File: src/rtl/simd_regfile_stop_rx.sv
// Double-buffered SIMD configuration register file feeding the stOp stage.
// SIMD beats fill a shadow bank; a beat flagged "last" commits the shadow
// bank (with that beat merged in) to the active bank. If the active bank is
// still owned by stOp, the commit waits in HOLD until stOp consumes it.
module simd_regfile_stop_rx #(
  parameter int NUM_REGS = 10,
  parameter int DATA_W   = 32,
  parameter int ADDR_W   = 4
) (
  input  logic                       clk,
  input  logic                       reset_poweron,
  input  logic [7:0]                 peId,
  input  logic                       simd__scntl__valid,
  input  logic [ADDR_W-1:0]          simd__scntl__addr,
  input  logic [DATA_W-1:0]          simd__scntl__data,
  input  logic                       simd__scntl__last,
  output logic                       scntl__simd__ready,
  output logic                       scntl__simd__err,
  output logic                       scntl__stop__cfg_valid,
  input  logic                       stop__scntl__cfg_ready,
  output logic [NUM_REGS*DATA_W-1:0] scntl__stop__cfg_bus,
  output logic [7:0]                 scntl__stop__cfg_tag,
  output logic [7:0]                 scntl__stop__cfg_peid
);

  // state | meaning
  // IDLE  | no partial set in the shadow bank, beats accepted
  // LOAD  | partial set being written, beats accepted
  // HOLD  | last beat seen, waiting for stOp to release the active bank
  typedef enum logic [1:0] {IDLE, LOAD, HOLD} state_t;

  localparam logic [ADDR_W:0] NUM_REGS_W = (ADDR_W+1)'(NUM_REGS);

  state_t              state_q, state_d;
  logic                ready_q;
  logic                cfg_valid_q;
  logic [7:0]          tag_q;
  logic [7:0]          peid_q;
  logic                err_q;
  logic [DATA_W-1:0]   shadow_q [NUM_REGS];
  logic [DATA_W-1:0]   shadow_d [NUM_REGS];
  logic [DATA_W-1:0]   active_q [NUM_REGS];

  logic accept;
  logic in_range;
  logic bank_free;
  logic commit;

  // Beat acceptance, shadow merge, and commit/next-state decisions.
  always_comb begin
    accept    = simd__scntl__valid & ready_q;
    in_range  = ({1'b0, simd__scntl__addr} < NUM_REGS_W);
    bank_free = ~cfg_valid_q | stop__scntl__cfg_ready;

    shadow_d = shadow_q;
    if (accept && in_range) begin
      for (int i = 0; i < NUM_REGS; i++) begin
        if (simd__scntl__addr == ADDR_W'(i)) shadow_d[i] = simd__scntl__data;
      end
    end

    commit  = 1'b0;
    state_d = state_q;
    case (state_q)
      IDLE, LOAD: begin
        if (accept) begin
          if (simd__scntl__last) begin
            if (bank_free) begin
              commit  = 1'b1;
              state_d = IDLE;
            end else begin
              state_d = HOLD;
            end
          end else begin
            state_d = LOAD;
          end
        end
      end
      HOLD: begin
        if (stop__scntl__cfg_ready) begin
          commit  = 1'b1;
          state_d = IDLE;
        end
      end
      default: state_d = IDLE;
    endcase
  end

  // FSM state and registered handshake/status outputs.
  always_ff @(posedge clk or negedge reset_poweron) begin
    if (!reset_poweron) begin
      state_q     <= IDLE;
      ready_q     <= 1'b0;
      cfg_valid_q <= 1'b0;
      tag_q       <= 8'd0;
      peid_q      <= 8'd0;
      err_q       <= 1'b0;
    end else begin
      state_q <= state_d;
      ready_q <= (state_d != HOLD);
      if (accept && !in_range) err_q <= 1'b1;
      if (commit) begin
        cfg_valid_q <= 1'b1;
        tag_q       <= tag_q + 8'd1;
        peid_q      <= peId;
      end else if (cfg_valid_q && stop__scntl__cfg_ready) begin
        cfg_valid_q <= 1'b0;
      end
    end
  end

  // Shadow bank tracks every accepted write; active bank loads on commit.
  always_ff @(posedge clk or negedge reset_poweron) begin
    if (!reset_poweron) begin
      shadow_q <= '{default: '0};
      active_q <= '{default: '0};
    end else begin
      shadow_q <= shadow_d;
      if (commit) active_q <= shadow_d;
    end
  end

  genvar g;
  for (g = 0; g < NUM_REGS; g++) begin : g_bus
    assign scntl__stop__cfg_bus[g*DATA_W +: DATA_W] = active_q[g];
  end

  assign scntl__simd__ready     = ready_q;
  assign scntl__simd__err       = err_q;
  assign scntl__stop__cfg_valid = cfg_valid_q;
  assign scntl__stop__cfg_tag   = tag_q;
  assign scntl__stop__cfg_peid  = peid_q;

endmodule

File: config.mk
export PLATFORM = sky130hd
export DESIGN_NAME = simd_regfile_stop_rx
export DESIGN_NICKNAME = d
export VERILOG_FILES = /design/src/rtl/simd_regfile_stop_rx.sv
export SDC_FILE = /design/constraint.sdc
export NUM_CORES = 1
export LEC_CHECK = 0
export CORE_ASPECT_RATIO = 0.6
export CORE_MARGIN = 4
export CORE_UTILIZATION = 40
export CTS_BUF_LIST = sky130_fd_sc_hd__clkbuf_8 sky130_fd_sc_hd__clkbuf_16
export DETAILED_ROUTE_END_ITERATION = 10
export GPL_TIMING_DRIVEN = 0
export PLACE_DENSITY = 0.68
export SKIP_LAST_GASP = 1
export SLEW_MARGIN = 20
export SYNTH_ARGS = -nofsm -noshare
export SYNTH_HDL_FRONTEND = slang
export SYNTH_SLANG_ARGS = --single-unit
File: constraint.sdc
create_clock -name clk -period 1.8 [get_ports clk]
set_input_delay 0.54 -clock clk [delete_from_list [all_inputs] [get_ports clk]]
set_output_delay 0.54 -clock clk [all_outputs]
set_load 0.05 [all_outputs]
==> metrics.md, run 1 <==
| Metric | Value |
|---|---|
| R2R Setup Slk | -0.39 ns |
| Root buf cell | clkbuf_16 |
| Main combinational cell family by area after synthesis | multiplexers |
| Initial Util | 40.7% |
| Endpoints failing setup | 434 |
| YS warnings | 0 |
| Top delay family on crit path | multiplexers |
| Status | finished, violations left |
| Row count | 70 |
| Worst Path Buf+Inv | 3 |
| Vias in the first global route | 15300 |
| Final design utilization | 56.4% |
| TritonCTS Buffers | 61 |
| P per Cell Area | 1940 nW/um^2 |
| Post-Syn Area per Cell | 17.0 sq um |
| CORE AREA | 61300 sq um |
| Hold Vio Cnt, Final | 98 |
| Arr. time, crit path | 2.68 ns |
| LEAKAGE | 16.7 nW |
| Number of antenna violations at the first check in global routing | 1 |
| Sequential area share after synthesis | 66.3% |
| Crit-path max cell delay | 0.47 ns |
| Worst Reg-to-Reg Cells | 7 |
| PnR worst setup slack | -0.393 ns |
| Relative slew slack | 35.3% |
| Vias | 14100 |
| Crit-path slowest cell | dfrtp_2 |
| Setup Crit Path Kind | reg2reg |
| CP required | 2.29 ns |
| Synth Instances | 1471 |
| Die area | 66600 sq um |
| Largest net degree at the start of global routing | 103 |
| Critical Path End Type | flop |
| Tot GR Track Use | 20.5% |
| CP Launch Point | scntl__simd__ready |
| Die span in x | 330 microns |
| CP Max Fanout | 10 |
| Peak supply drop | 0.00127 V |
| Layout Skew | 0.0109 ns |
| Final ANT Viol Nets | 0 |
| Post-synth cell types | 36 |
| Post-Synth Simple-Gate Area | 0.858% |
| Worst Tran Pin Value | 0.971 ns |
| Detailed Route WL | 70.1 mm |
| Gpl congestion | 0.758 |
| Violated checks | negative hold slack, negative setup slack |
| Synthesized Nets | 1521 |
| Routed WL per cell | 24.6 microns |
| Worst setup endpoint | scntl__stop__cfg_bus[271] |
| Critical path depth in cells | 7 |
| Post-synthesis compound-gate area fraction | 0.271% |
| Max Root-Sink Buffers | 3 |
| CTS tree | built |
| Clk pin slew, worst setup/hold paths | 0.07 ns |
| IO buf count | 353 |
| DRT iter0 DRCs | 814 |
| FMAX | 456 MHz |
| Cell Chain, Critical Path | buf_4, nand3_4, or4_4, buf_8, buf_8, mux2_4, mux2_2 |
| Final slew viol count | 0 |
| RSZ-0062 raised after global routing | yes |
| Synth Area in XOR/XNOR | 0.246% |
| CTS sink cnt | 661 |
| Nets@finish | 2012 |
| Top FF cell, synth | dfrtp_1 |
| Post-synthesis mux area share | 30.2% |
| Total grt overflow | 0 |
| Post-synth EDFFs | 0 |
| Tmin final | 2.19 ns |
| Ys async rst share | 100% |
| Final Non-Filler Cells | 2843 |
| Hold_ws | -0.108 ns |
| Placed cells | 2658 |
| Worst setup slack after placement | -1.54 ns |
| Mapped Area | 24900 sq um |
| Worst-Skew Late Latency | 0.62 ns |
| Max_cap viols | 0 |
| Synthesis-to-finish area growth | 38.5% |
| Post-Synth Adder-Cell Area | 0.0502% |
| Post-detail-place hpwl | 45.1 mm |
| H-Tree Depth | 2 |
| Number of synthesized register bits | 661 |
| Hold Crit Class | in2async |
| Most common cell on crit path | buf_8 |
| Global-route wire length before repair | 103 mm |
| Die Span Y | 201 microns |
| Layout cell share with drive strength beyond 1 | 61.5% |
| Crit Reg-Reg Endpoint | scntl__stop__cfg_bus[271] |
| DRC viols | 0 |
| Avg Vias per Cell | 4.97 |
| DR pass1 iterations | 4 |
| Reg2reg start | scntl__simd__ready |
| Tcrit/Tclk final | 122% |
| Io pins | 388 |
| Setup crit start kind | flop |
-- cell usage in the layout (no fill, tap or decap), types with 7 or more instances in the layout --
cell type          n
clkbuf_16         76
buf_1             10
buf_16            15
buf_12            44
clkbuf_1          22
clkdlybuf4s50_1   10
mux2_2           335
bufinv_16          7
clkbuf_8          10
buf_6            218
buf_8             19
mux2_1            27
nand2_1            8
clkinvlp_4        10
clkinv_2          13
mux2_4           287
dfrtp_1          657
buf_4            174
-- what timing repair did --
item	4_1_cts	5_1_grt
endpoints found under the setup margin	1082	708
pin swaps	6	1
buffers inserted	33	18
gates cloned	9	11
gates resized for setup	2265	184
endpoints found under the hold margin	98	98
-- metrics by stage --
stage	instance area (sq um)	TNS (ns)	total power, mW
after floorplan	26000	-73.37	41.7
after global placement	30600	-	51.6
after detailed placement	30700	-899.62	52.1
after CTS	33500	-91.03	66.5
after global routing	34600	-129.40	69.7
final	34600	-111.58	67.0
-- cells by family after synthesis --
kind of cell	Yosys count
adder cells (fa/ha/maj)	1
flip-flops	661
buffers and inverters	105
AO/OA/AOI/OAI	11
XOR/XNOR	7
multiplexers	649
AND/OR/NAND/NOR	37
-- worst reg2reg max path, stage by stage (launching register included) --
cell and delay (ns):
dfrtp_2 0.47, buf_4 0.16, nand3_4 0.08, or4_4 0.45, buf_8 0.17, buf_8 0.17
mux2_4 0.32, mux2_2 0.26
-- synth_stat cells, types with 2 or more instances --
| cell type | n | area share [%] |
|---|---|---|
| mux2_2 | 536 | 24 |
| nand3_1 | 2 | 0.040 |
| nor2_1 | 7 | 0.11 |
| nand2_1 | 9 | 0.14 |
| mux2_1 | 53 | 2.4 |
| o21ai_0 | 2 | 0.040 |
| buf_6 | 6 | 0.27 |
| buf_2 | 63 | 1.3 |
| buf_1 | 10 | 0.15 |
| mux2_4 | 60 | 3.6 |
| nand4b_1 | 2 | 0.070 |
| dfrtp_1 | 661 | 66 |
| xnor2_1 | 4 | 0.14 |
| nand3b_1 | 2 | 0.060 |
| a21oi_1 | 4 | 0.080 |
| xor2_1 | 3 | 0.11 |
| nand2b_1 | 3 | 0.075 |
| and2_1 | 2 | 0.050 |
| clkbuf_1 | 25 | 0.38 |
-- per-layer routing --
layer  track usage, %  routed length (microns)  vias up
met3             4.88                     4030       81
met1             30.0                    33100     7579
met2             31.2                    31700      322
li1                 -                        -     6158
met4             4.40                     1240        0
met5                0                        0        -
-- layout make-up --
| type | count | area [sq um] |
|---|---|---|
| inverter | 1 | 3.75 |
| antenna | 2 | 5.00 |
| clock buffer | 73 | 1710 |
| sequential | 661 | 16500 |
| tap | 828 | 1040 |
| buffer | 102 | 1350 |
| clock inverter | 41 | 429 |
| fill | 4821 | 26700 |
| timing repair buffer | 430 | 4640 |
| multi-input combinational | 705 | 8840 |
-- state kept, by name, indices dropped and copies added, names as in the netlist --
register and count:
scntl__stop__cfg_peid 8, shadow_q 320, scntl__simd__err 1, scntl__simd__ready 1, scntl__stop__cfg_tag 8, scntl__stop__cfg_valid 1, scntl__stop__cfg_bus 320, state_q 2
-- worst min path at each step --
stage / cells past startpoint / startpoint / to
detailed placement: 1 / scntl__stop__cfg_tag[7] / scntl__stop__cfg_tag[7]
CTS: 1 / reset_poweron / shadow_q[57]
global route: 1 / reset_poweron / shadow_q[310]
finish: 1 / reset_poweron / shadow_q[310]
global placement: 1 / scntl__stop__cfg_tag[7] / scntl__stop__cfg_tag[7]
floorplan: 0 / reset_poweron / scntl__simd__err
-- report_power, final --
part           internal, mW  leakage (nW)  switching (mW)
logic                  12.0          7.52            18.2
clock network          7.82          1.05            5.79
registers              20.1          8.14            3.09
Note: power is estimated with default switching activity, not from simulation.
==> inputs of run 2 (changes only) <==
- PLACE_DENSITY: 0.68 -> 0.65
- clock period: 1.8 -> 2.4 ns (I/O delays scaled with it)
==> metrics.md, run 2 (same netlist as run 1, synthesis figures left out) <==
| Metric | Value |
|---|---|
| Tcrit/Tclk final | 97.2% |
| Nets@finish | 1947 (-3.2%) |
| Post-DP Area | 29700 sq um (-3.4%) |
| Gpl congestion | 0.753 (-0.54%) |
| Worst Tran Pin Value | 0.941 ns (-0.0297 ns) |
| Post-detail-place hpwl | 44.6 mm (-1.1%) |
| Worst setup endpoint | scntl__stop__cfg_bus[193] |
| Peak supply drop | 0.000836 V (-34%) |
| Hold-fix buffers, CTS | 0 |
| CTS sink cnt | 661 (unchanged) |
| Number of antenna violations at the first check in global routing | 3 (+2) |
| Final ANT Viol Nets | 0 (unchanged) |
| Commonest non-fill, non-tap cell in the layout | dfrtp_1 |
| Layout Skew | 0.0193 ns (+0.00835 ns) |
| Row count | 70 (unchanged) |
| Synthesis-to-finish area growth | 25.9% |
| Crit Reg-Reg Endpoint | scntl__stop__cfg_bus[300] |
| Detailed Route WL | 64.6 mm (-7.7%) |
| Root buf cell | clkbuf_16 |
| Cell Chain, Critical Path | clkdlybuf4s15_1 |
| Routed WL per cell | 23.3 microns (-5.4%) |
| Reg2reg start | scntl__simd__ready |
| CP Launch Point | scntl__stop__cfg_bus[193] |
| Most frequent cells in the layout | 660 x dfrtp_1, 536 x mux2_2, 333 x dlygate4sd2_1, 61 x clkbuf_16, 60 x mux2_4 |
| Largest net degree at the start of global routing | 104 (+0.97%) |
| FMAX | 429 MHz |
| CP Max Fanout | 2 (-8) |
| Hold Vio Cnt, Final | 0 (-100%) |
| Tmin final | 2.33 ns |
| Critical Path End Type | output port |
| CORE AREA | 61300 sq um (unchanged) |
| Arr. time, crit path | 1.61 ns (-1.07 ns) |
| RSZ-0062 raised after global routing | no |
| Max_cap viols | 0 (unchanged) |
| R2R Setup Slk | 0.15 ns (+0.54 ns) |
| Vias in the first global route | 15100 (-1.6%) |
| Max Root-Sink Buffers | 3 (unchanged) |
| Vias | 13700 (-3.1%) |
| DRT iter0 DRCs | 624 (-23%) |
| DR pass1 iterations | 4 (unchanged) |
| Crit-path max cell delay | 0.63 ns (+0.16 ns) |
| Total grt overflow | 0 (unchanged) |
| Die span in x | 330 microns (unchanged) |
| DRC viols | 0 (unchanged) |
| Layout cell share with drive strength beyond 1 | 40.6% (-21 points) |
| Status | complete, no violations |
| P per Cell Area | 1440 nW/um^2 (-26%) |
| Clk pin slew, worst setup/hold paths | 0.07 ns (about the same) |
| IO buf count | 353 (unchanged) |
| Avg Vias per Cell | 4.94 (-0.73%) |
| Io pins | 388 (unchanged) |
| Die Span Y | 201 microns (unchanged) |
| Endpoints failing setup | 0 (-100%) |
| CP required | 1.68 ns (-0.61 ns) |
| Global-route wire length before repair | 97.4 mm (-5.0%) |
| Final instance area | 31400 sq um (-9.1%) |
| Die area | 66600 sq um (unchanged) |
| Pwr Total | 45.2 mW (-32%) |
| Final design utilization | 51.2% (-5.1 points) |
| Initial Util | 40.7% (unchanged) |
| Top delay family on crit path | buffers and inverters |
| Hold Crit Class | in2async |
| Worst Path Buf+Inv | 1 (-2) |
| Crit-path slowest cell | clkdlybuf4s15_1 |
| Critical path depth in cells | 1 (-6) |
| CTS tree | built |
| Final slew viol count | 0 (unchanged) |
| Setup crit start kind | flop |
| Setup Crit Path Kind | reg2out |
| Worst Reg-to-Reg Cells | 6 (-1) |
| Relative slew slack | 37.3% (+2.0 points) |
| Placed cells | 2658 (unchanged) |
| H-Tree Depth | 2 (unchanged) |
| Worst-Skew Late Latency | 0.62 ns (about the same) |
| Final Non-Filler Cells | 2774 (-2.4%) |
| Tot GR Track Use | 19.5% (-0.97 points) |
| TritonCTS Buffers | 60 (-1.6%) |
| LEAKAGE | 15.1 nW (-9.8%) |
## run 2: cell types whose count changed in the layout (fill, tap and decap cells not counted), moves of 22 or more
| cell | change |
|---|---|
| buf_2 | +22 |
| buf_12 | -44 |
| buf_6 | -208 |
| mux2_2 | +201 |
| mux2_4 | -227 |
| buf_4 | -138 |
| mux2_1 | +26 |
| dlygate4sd2_1 | +331 |
## run 2: power by group
group	switching, mW	internal [mW]
combinational	13.3	5.68
clock	4.21	5.22
sequential	1.76	15.1
total	19.2	26.0
## run 2: what timing repair did
item,in CTS,in global routing
endpoints found under the hold margin,0,0
resized for setup,391,18
buffers inserted,7,0
cloned,0,0
setup endpoints to repair,793,124
pin swaps,2,1
## run 2: per-layer routing
| layer | up-vias | routed length [microns] | track usage (%) | share of wire (%) |
|---|---|---|---|---|
| li1 | 6019 | - | - | - |
| met1 | 7337 | 29900 | 28.1 | 46 |
| met2 | 273 | 29900 | 30.7 | 46 |
| met3 | 67 | 3920 | 4.38 | 6.1 |
| met4 | 0 | 906 | 3.97 | 1.4 |
| met5 | - | 0 | 0 | 0 |
## run 2: layout make-up
type / count / area [sq um]
timing repair buffer: 366 / 3330
clock buffer: 73 / 1690
clock inverter: 37 / 260
inverter: 1 / 3.75
multi-input combinational: 705 / 7920
tap: 828 / 1040
sequential: 661 / 16500
buffer: 102 / 629
antenna: 1 / 2.50
fill: 5245 / 29900
## run 2: stage by stage
stage	setup TNS (ns)	hold WS (ns)	setup WS, ns
finish	0	0.0759	0.0669
global route	0	0.0753	0.000828
CTS	0	0.0454	0.000764
detailed placement	-616.12	0.461	-1.44
global placement	-	0.460	-28.03
floorplan	0	0.424	0.0777
## run 2: worst register-to-register path: cells and delay by family (launching register included)
| kind | cells | cell delay (ns) |
|---|---|---|
| AO/OA/AOI/OAI | 1 | 0.20 |
| buffers and inverters | 2 | 0.58 |
| flip-flops | 1 | 0.47 |
| multiplexers | 1 | 0.39 |
| AND/OR/NAND/NOR | 2 | 0.50 |
## run 2: worst min path at each step
| stage | endpoint | slack, ns |
|---|---|---|
| 2_1_floorplan | scntl__simd__err | 0.42 |
| 3_3_place_gp | scntl__stop__cfg_tag[7] | 0.46 |
| 3_5_place_dp | scntl__stop__cfg_tag[7] | 0.46 |
| 4_1_cts | scntl__stop__cfg_bus[58] | 0.05 |
| 5_1_grt | scntl__stop__cfg_bus[58] | 0.08 |
| 6_report | scntl__stop__cfg_bus[25] | 0.08 |
